<file path="src/rtl/xdma_core_model_pkg.sv">
`default_nettype none
// ============================================================================
// Module   : xdma_core_model_pkg
// Brief    : Shared types and helpers for the XDMA core behavioural model.
// Revision : 1.0 - initial release
// ============================================================================
package xdma_core_model_pkg;

  localparam int C_CFG_REGS = 16;

  typedef enum logic [0:0] {
    LINK_TRAINING = 1'b0,
    LINK_ACTIVE   = 1'b1
  } link_state_e;

  function automatic logic [31:0] be_merge(input logic [31:0] old_v,
                                           input logic [31:0] new_v,
                                           input logic [3:0]  be);
    logic [31:0] r;
    r = old_v;
    for (int b = 0; b < 4; b++) begin
      if (be[b]) r[8*b +: 8] = new_v[8*b +: 8];
    end
    return r;
  endfunction

endpackage
`default_nettype wire

</file>
<file path="src/rtl/xdma_loopback_fifo.sv">
`default_nettype none
// ============================================================================
// Module   : xdma_loopback_fifo
// Brief    : Synchronous FIFO, registered storage, no fall-through (DEPTH >= 2).
// Revision : 1.0 - initial release
// ============================================================================
module xdma_loopback_fifo
  import xdma_core_model_pkg::*;
#(
  parameter int WIDTH = 8,
  parameter int DEPTH = 16
) (
  input  logic             clk_i,
  input  logic             rst_i,
  input  logic             push_i,
  input  logic [WIDTH-1:0] wdata_i,
  input  logic             pop_i,
  output logic [WIDTH-1:0] rdata_o,
  output logic             full_o,
  output logic             empty_o
);

  localparam int C_PTR_W = $clog2(DEPTH);
  localparam int C_CNT_W = C_PTR_W + 1;

  logic [WIDTH-1:0]   mem_q [DEPTH];
  logic [C_PTR_W-1:0] wr_ptr_q;
  logic [C_PTR_W-1:0] rd_ptr_q;
  logic [C_CNT_W-1:0] count_q;
  logic               w_do_push;
  logic               w_do_pop;

  assign full_o    = (count_q == C_CNT_W'(DEPTH));
  assign empty_o   = (count_q == '0);
  assign w_do_push = push_i & ~full_o;
  assign w_do_pop  = pop_i & ~empty_o;
  // Empty reads as zero so the stream outputs stay quiet after a flush.
  assign rdata_o   = empty_o ? '0 : mem_q[rd_ptr_q];

  always_ff @(posedge clk_i or posedge rst_i) begin
    if (rst_i) begin
      wr_ptr_q <= '0;
      rd_ptr_q <= '0;
      count_q  <= '0;
    end else begin
      if (w_do_push) wr_ptr_q <= wr_ptr_q + 1'b1;
      if (w_do_pop)  rd_ptr_q <= rd_ptr_q + 1'b1;
      case ({w_do_push, w_do_pop})
        2'b10:   count_q <= count_q + 1'b1;
        2'b01:   count_q <= count_q - 1'b1;
        default: count_q <= count_q;
      endcase
    end
  end

  always_ff @(posedge clk_i) begin
    if (w_do_push) mem_q[wr_ptr_q] <= wdata_i;
  end

endmodule
`default_nettype wire

</file>
<file path="config.mk">
export PLATFORM = sky130hd
export DESIGN_NAME = xdma_loopback_fifo
export DESIGN_NICKNAME = d
export VERILOG_FILES = /design/src/rtl/xdma_core_model_pkg.sv /design/src/rtl/xdma_loopback_fifo.sv
export SDC_FILE = /design/constraint.sdc
export NUM_CORES = 1
export LEC_CHECK = 0
export BUFFER_PORTS_ARGS = -buffer_cell sky130_fd_sc_hd__buf_4
export CORE_MARGIN = 2
export CORE_UTILIZATION = 60
export DETAILED_ROUTE_END_ITERATION = 7
export GPL_TIMING_DRIVEN = 0
export PLACE_DENSITY = 0.87
export SYNTH_ARGS = -nofsm -noshare
export SYNTH_HDL_FRONTEND = slang
export SYNTH_SLANG_ARGS = --single-unit
</file>
<file path="constraint.sdc">
create_clock -name clk_i -period 3.2 [get_ports clk_i]
set_input_delay 0.32 -clock clk_i [delete_from_list [all_inputs] [get_ports clk_i]]
set_output_delay 0.32 -clock clk_i [all_outputs]
set_load 0.05 [all_outputs]
</file>
======== Yosys cells after proc, flatten, opt, wreduce, memory -nomap -nowiden ========
Memory sizes are Yosys's and may differ from the RTL's.
Cells that the tools add are included.
word-level totals
  bits in writable memories ............... 128
  bits of input ports ..................... 12
  memories kept ........................... 1
  output and inout bits ................... 10
  logic and storage cells ................. 21
  register bits after elaboration ......... 13
memory list
  memory  words  width  read ports  clocked after Yosys merged registers in  wr ports  line                      text
  mem_q   16     8      1           0                                        1         xdma_loopback_fifo.sv:26  logic [WIDTH-1:0] mem_q [DEPTH];
operators by class
  reductions and logical operators ........ 2
  equal/unequal tests ..................... 3
  add/subtract/negate cells ............... 4
  multiplexer cells ....................... 4
  bitwise gates (word level) .............. 4
operator list
  operator                                                               count
  5-bit case mux with 2 select lines                                     1
  4-bit by 1-bit adder with 4-bit output, second input constant          2
  8-bit 2-to-1 mux                                                       1
  5-bit by 1-bit adder with 5-bit output, second input constant          1
  5-bit equality test, second input constant                             1
  5-bit logical NOT                                                      1
  5-bit by 1-bit subtractor with 5-bit output, second input constant     1
  1-bit bitwise AND                                                      2
  2-bit by 1-bit equality test with 1-bit output, second input constant  1
  2-bit equality test, second input constant                             1
  1-bit 2-to-1 mux                                                       2
  1-bit NOT                                                              2
  2-bit nonzero test                                                     1

======== Depth between registers and ports, before layout ========
  word-level depth ........................ 5
  mapped depth ............................ 13
  mapped depth without buffers ............ 11

======== Worst setup path after synthesis ========
Ideal clock, no wire load.
  path kind ............................... reg-to-reg
  start ................................... register count_q[1]
  end ..................................... register count_q[4]
  cell stages (with the launch flop) ...... 13
  setup time .............................. 0.131 ns
  path buffers ............................ 2
  required time ........................... 3.069 ns
  clock period less this slack ............ 2.950 ns
  data arrival time ....................... 2.819 ns
  path slack .............................. 0.250 ns
  cells stage by stage .................... dfrtp_1 clkbuf_1 nor4_2 a21boi_2 inv_1 ha_1 clkbuf_1 xor2_1 ha_1 o211ai_1 nor4bb_1 a2111o_1 or3_1
between the ends
  cells in the longest elaborated chain, start to end .. 5
RTL lines
  item                                                                                          line                                                text
  from (decl)                                                                                   xdma_loopback_fifo.sv:29                            logic [C_CNT_W-1:0] count_q;
  from (signal assigned)                                                                        xdma_loopback_fifo.sv:49                            2'b10: count_q <= count_q + 1'b1;
  from (signal assigned)                                                                        xdma_loopback_fifo.sv:50                            2'b01: count_q <= count_q - 1'b1;
  from (signal assigned)                                                                        xdma_loopback_fifo.sv:51                            default: count_q <= count_q;
  5-bit equality test / 5-bit logical NOT (equally long branches)                               xdma_loopback_fifo.sv:33, xdma_loopback_fifo.sv:34
  1-bit NOT, on equally long branches                                                           xdma_loopback_fifo.sv:35, xdma_loopback_fifo.sv:36
  1-bit bitwise AND, on equally long branches                                                   xdma_loopback_fifo.sv:35, xdma_loopback_fifo.sv:36
  2-bit by 1-bit equality test with 1-bit output / 2-bit equality test (equally long branches)  xdma_loopback_fifo.sv:48                            case ({w_do_push, w_do_pop})
  5-bit case mux with 2 select lines / 2-bit nonzero test (equally long branches)               -
Several ways; a longest one is shown, not always the timed one.
A chain may end at the register's enable or synchronous reset.

======== Worst setup path after layout ========
  start ................................... register rd_ptr_q[3]
  end ..................................... output rdata_o[0]
between the ends
  cells in the longest elaborated chain, start to end .. 2
RTL lines
  item                    line                      text
  from (decl)             xdma_loopback_fifo.sv:28  logic [C_PTR_W-1:0] rd_ptr_q;
  from (signal assigned)  xdma_loopback_fifo.sv:47  if (w_do_pop) rd_ptr_q <= rd_ptr_q + 1'b1;
  memory 16 x 8 bit       -
  8-bit 2-to-1 mux        xdma_loopback_fifo.sv:38  assign rdata_o = empty_o ? '0 : mem_q[rd_ptr_q];
  to (decl)               xdma_loopback_fifo.sv:18  output logic [WIDTH-1:0] rdata_o,
No other way between the ends.

==> load_flow_metrics.sql <==
INSERT INTO impl_metrics (metric_group, metric, value, unit) VALUES
('synth', 'synth.top_cells.by_area', 'sky130_fd_sc_hd__edfxtp_1 65%, sky130_fd_sc_hd__mux4_1 8.0%, sky130_fd_sc_hd__dfrtp_1 5.5%', ''),
('power', 'worst_ir_drop_vdd', '0.000574', 'V'),
('final_layout', 'filler_cell_count', '526', ''),
('place', 'place.gp.congestion', '0.790', ''),
('drt', 'vias_per_cell', '6.32', ''),
('sta', 'timing_hold_violations_final', '0', ''),
('die', 'fp.coreArea', '9680', 'um^2'),
('synth', 'ys_seq_elements', '141', ''),
('sta', 'drv_slew', '0', ''),
('drt', 'routedWlPerCell', '24.2', 'um'),
('die', 'die_x', '103', 'um'),
('setup_path', 'cp_slowest_cell', 'sky130_fd_sc_hd__mux4_2', ''),
('power', 'p_comb_share', '35.1', '%'),
('power', 'intPower', '4660', 'uW'),
('die', 'initial_core_util', '61.0', '%'),
('clock_network', 'cts-root-buf', 'sky130_fd_sc_hd__clkbuf_8', ''),
('synth', 'postSynthCellCount', '310', ''),
('power', 'pwr_cell_area', '1010', 'nW/um^2'),
('drt', 'detail_route.first_pass.iterations', '5', ''),
('grt', 'overflow', '0', ''),
('setup_path', 'critical_path.reg2reg.startpoint', 'count_q[0]', ''),
('setup_path', 'timing.critical_path.arrival', '2800', 'ps'),
('die', 'placementRows', '36', ''),
('setup_path', 'cp-end-kind', 'output pin', ''),
('final_layout', 'layoutNonFillerInstCount', '496', ''),
('drt', 'final_antenna_net_count', '0', ''),
('run_status', 'status', 'complete, no violations', ''),
('setup_path', 'crit-reg2reg-capture', 'count_q[4]', ''),
('hold_path', 'hold_path_end', 'mem_q[14][5]', ''),
('setup_path', 'worstRegToRegCells', '12', ''),
('setup_path', 'ff2ff_setup_slack', '90', 'ps'),
('sta', 'timing.final.crit_period', '3120', 'ps'),
('place', 'port_buffers', '21', ''),
('power', 'power.net_switching', '2330', 'uW'),
('power', 'leakage', '0.00245', 'uW'),
('synth', 'avgSynthCellArea', '19.1', 'um^2'),
('setup_path', 'critical_path_required', '2880', 'ps'),
('sta', 'max_slew_margin', '40.9', '%'),
('sta', 'max_freq', '320', 'MHz'),
('synth', 'synth_cell_type_count', '45', ''),
('hold_path', 'min-delay-start', 'wdata_i[5]', ''),
('grt', 'first_global_vias', '3271', ''),
('drt', 'vias', '3136', ''),
('clock_network', 'cts_htree_levels', '4', ''),
('die', 'fp.dieH', '103', 'um'),
('power', 'power_frac_seq', '33.9', '%'),
('drt', 'drc', '0', ''),
('die', 'design.portCount', '22', ''),
('place', 'hpwl', '7.31', 'mm'),
('grt', 'grt_pass1_wl', '18.4', 'mm'),
('power', 'p_sw_share', '33.3', '%'),
('synth', 'yosys.area.top_type', 'sky130_fd_sc_hd__edfxtp_1', ''),
('final_layout', 'final_core_util', '71.7', '%'),
('sta', 'tightest_slew', '883', 'ps'),
('sta', 'whs', '129', 'ps'),
('hold_path', 'path_type_of_the_worst_min_delay_path', 'in2reg', ''),
('power', 'clock_power_share', '30.9', '%'),
('setup_path', 'crit_path_max_fanout', '10', ''),
('place', 'placed_cells_incl_taps', '464', ''),
('drt', 'first_iter_violations', '324', ''),
('clock_network', 'tritoncts_clock_tree', 'built', ''),
('setup_path', 'critical-path-max-stage-delay', '370', 'ps'),
('clock_network', 'insertion_delay', '510', 'ps'),
('setup_path', 'cell_class_contributing_the_biggest_share_of_worst_path_delay', 'buffers and inverters', ''),
('drt', 'postRouteWirelength', '12.0', 'mm'),
('synth', 'synthFlopType', 'sky130_fd_sc_hd__edfxtp_1', ''),
('setup_path', 'timing.critical_path.from_type', 'flip-flop', ''),
('die', 'die_footprint', '10700', 'um^2'),
('grt', 'grtUsageTotal', '25.1', '%'),
('hold_path', 'holdPathStages', '1', ''),
('synth', 'async_set_or_reset_register_ratio_after_synthesis', '9.22', '%');
==> area by class of cell <==
| type | count | area, um^2 | share of cell area [%] |
|---|---|---|---|
| Buffer | 19 | 115 | 1.66 |
| Multi-Input combinational cell | 142 | 1640 | 23.6 |
| Sequential cell | 141 | 4170 | 60.0 |
| Clock inverter | 14 | 243 | 3.49 |
| Timing Repair Buffer | 23 | 175 | 2.52 |
| Clock buffer | 17 | 414 | 5.96 |
| Tap cell | 133 | 166 | 2.40 |
| Inverter | 7 | 26.3 | 0.378 |
==> power groups by stage <==
stage	Sequential, uW	Clock [uW]	Combinational (uW)
finish	2370	2160	2460
global route	2390	2240	2600
CTS	2360	2170	2450
detailed placement	2390	0	2390
global placement	2360	0	2320
floorplan	2350	0	1780
==> synthesized netlist by cell type (2+ instances only) <==
library cell	n
sky130_fd_sc_hd__mux2_2	10
sky130_fd_sc_hd__o21ai_1	3
sky130_fd_sc_hd__o21ai_0	8
sky130_fd_sc_hd__edfxtp_1	128
sky130_fd_sc_hd__nand2_1	8
sky130_fd_sc_hd__buf_6	2
sky130_fd_sc_hd__nand3_1	2
sky130_fd_sc_hd__clkbuf_1	8
sky130_fd_sc_hd__inv_1	7
sky130_fd_sc_hd__nor2_1	14
sky130_fd_sc_hd__buf_2	4
sky130_fd_sc_hd__a21oi_1	10
sky130_fd_sc_hd__ha_1	9
sky130_fd_sc_hd__dfrtp_1	13
sky130_fd_sc_hd__mux4_1	18
sky130_fd_sc_hd__buf_1	4
sky130_fd_sc_hd__xor2_1	3
sky130_fd_sc_hd__nand2b_1	3
sky130_fd_sc_hd__nor3_1	4
sky130_fd_sc_hd__xnor2_1	7
sky130_fd_sc_hd__mux2i_1	8
sky130_fd_sc_hd__mux4_2	14
==> worst max-delay path by stage <==
stage / startpoint / end / slack (ps) / depth (start not counted)
2_1_floorplan: count_q[1] / count_q[4] / 250 / 12
3_3_place_gp: count_q[1] / count_q[4] / -50 / 12
3_5_place_dp: count_q[1] / count_q[4] / -210 / 12
4_1_cts: count_q[1] / count_q[4] / 20 / 12
5_1_grt: count_q[2] / count_q[4] / -50 / 13
6_report: rd_ptr_q[3] / rdata_o[0] / 80 / 7
==> state kept, by name, indices dropped and copies added (netlist names) <==
register,flops
count_q,5
mem_q,128
rd_ptr_q,4
wr_ptr_q,4
==> repair_timing <==
item                                    4_1_cts  5_1_grt
pin swaps                                     1        3
endpoints found under the hold margin        13        0
hold buffers                                  1        0
resized for setup                             3        5
gates cloned                                  0        0
buffers inserted                              0        1
endpoints found under the setup margin        1        1
==> placed cells by master (no fill, tap or decap), drive strengths merged, types with 3 or more instances in the layout <==
master	n
edfxtp	128
buf	35
mux4	32
clkbuf	23
nor2	14
dfrtp	13
o21ai	12
mux2	10
a21oi	10
ha	9
mux2i	8
inv	8
nand2	8
xnor2	7
clkinv	7
bufinv	6
nor3	4
nand2b	3
xor2	3
==> cell families (layout without fill, tap and decap cells) <==
logic type / after synthesis / count (layout) / share of synthesized area [%]
AOI/OAI and AO/OA: 29 / 29 / 3.01
xor gates and xnor gates: 10 / 10 / 1.48
adders and majority gates: 9 / 9 / 1.91
buffers and inverters: 27 / 80 / 2.39
DFF: 141 / 141 / 70.6
muxes: 50 / 50 / 16.6
and+or+nand+nor: 44 / 44 / 4.03
==> metrics by stage <==
stage          total power (uW)  setup slack, ps  cell area [um^2]  setup TNS, ps
3_3_place_gp               4690            -53.6              6230          -53.6
6_report                   6990             78.4              6950              0
3_5_place_dp               4770             -211              6230           -211
5_1_grt                    7240            -52.2              6950          -52.2
4_1_cts                    6980             15.6              6910              0
2_1_floorplan              4140              250              5910              0
==> layer usage <==
layer	share of wire (%)	up-vias	GRT usage (%)
met1	37	1602	32.0
li1	-	1331	-
met5	0	-	0
met4	2.6	0	12.2
met2	54	175	42.3
met3	7.0	28	4.50
Note: power is estimated with default switching activity, not from simulation.
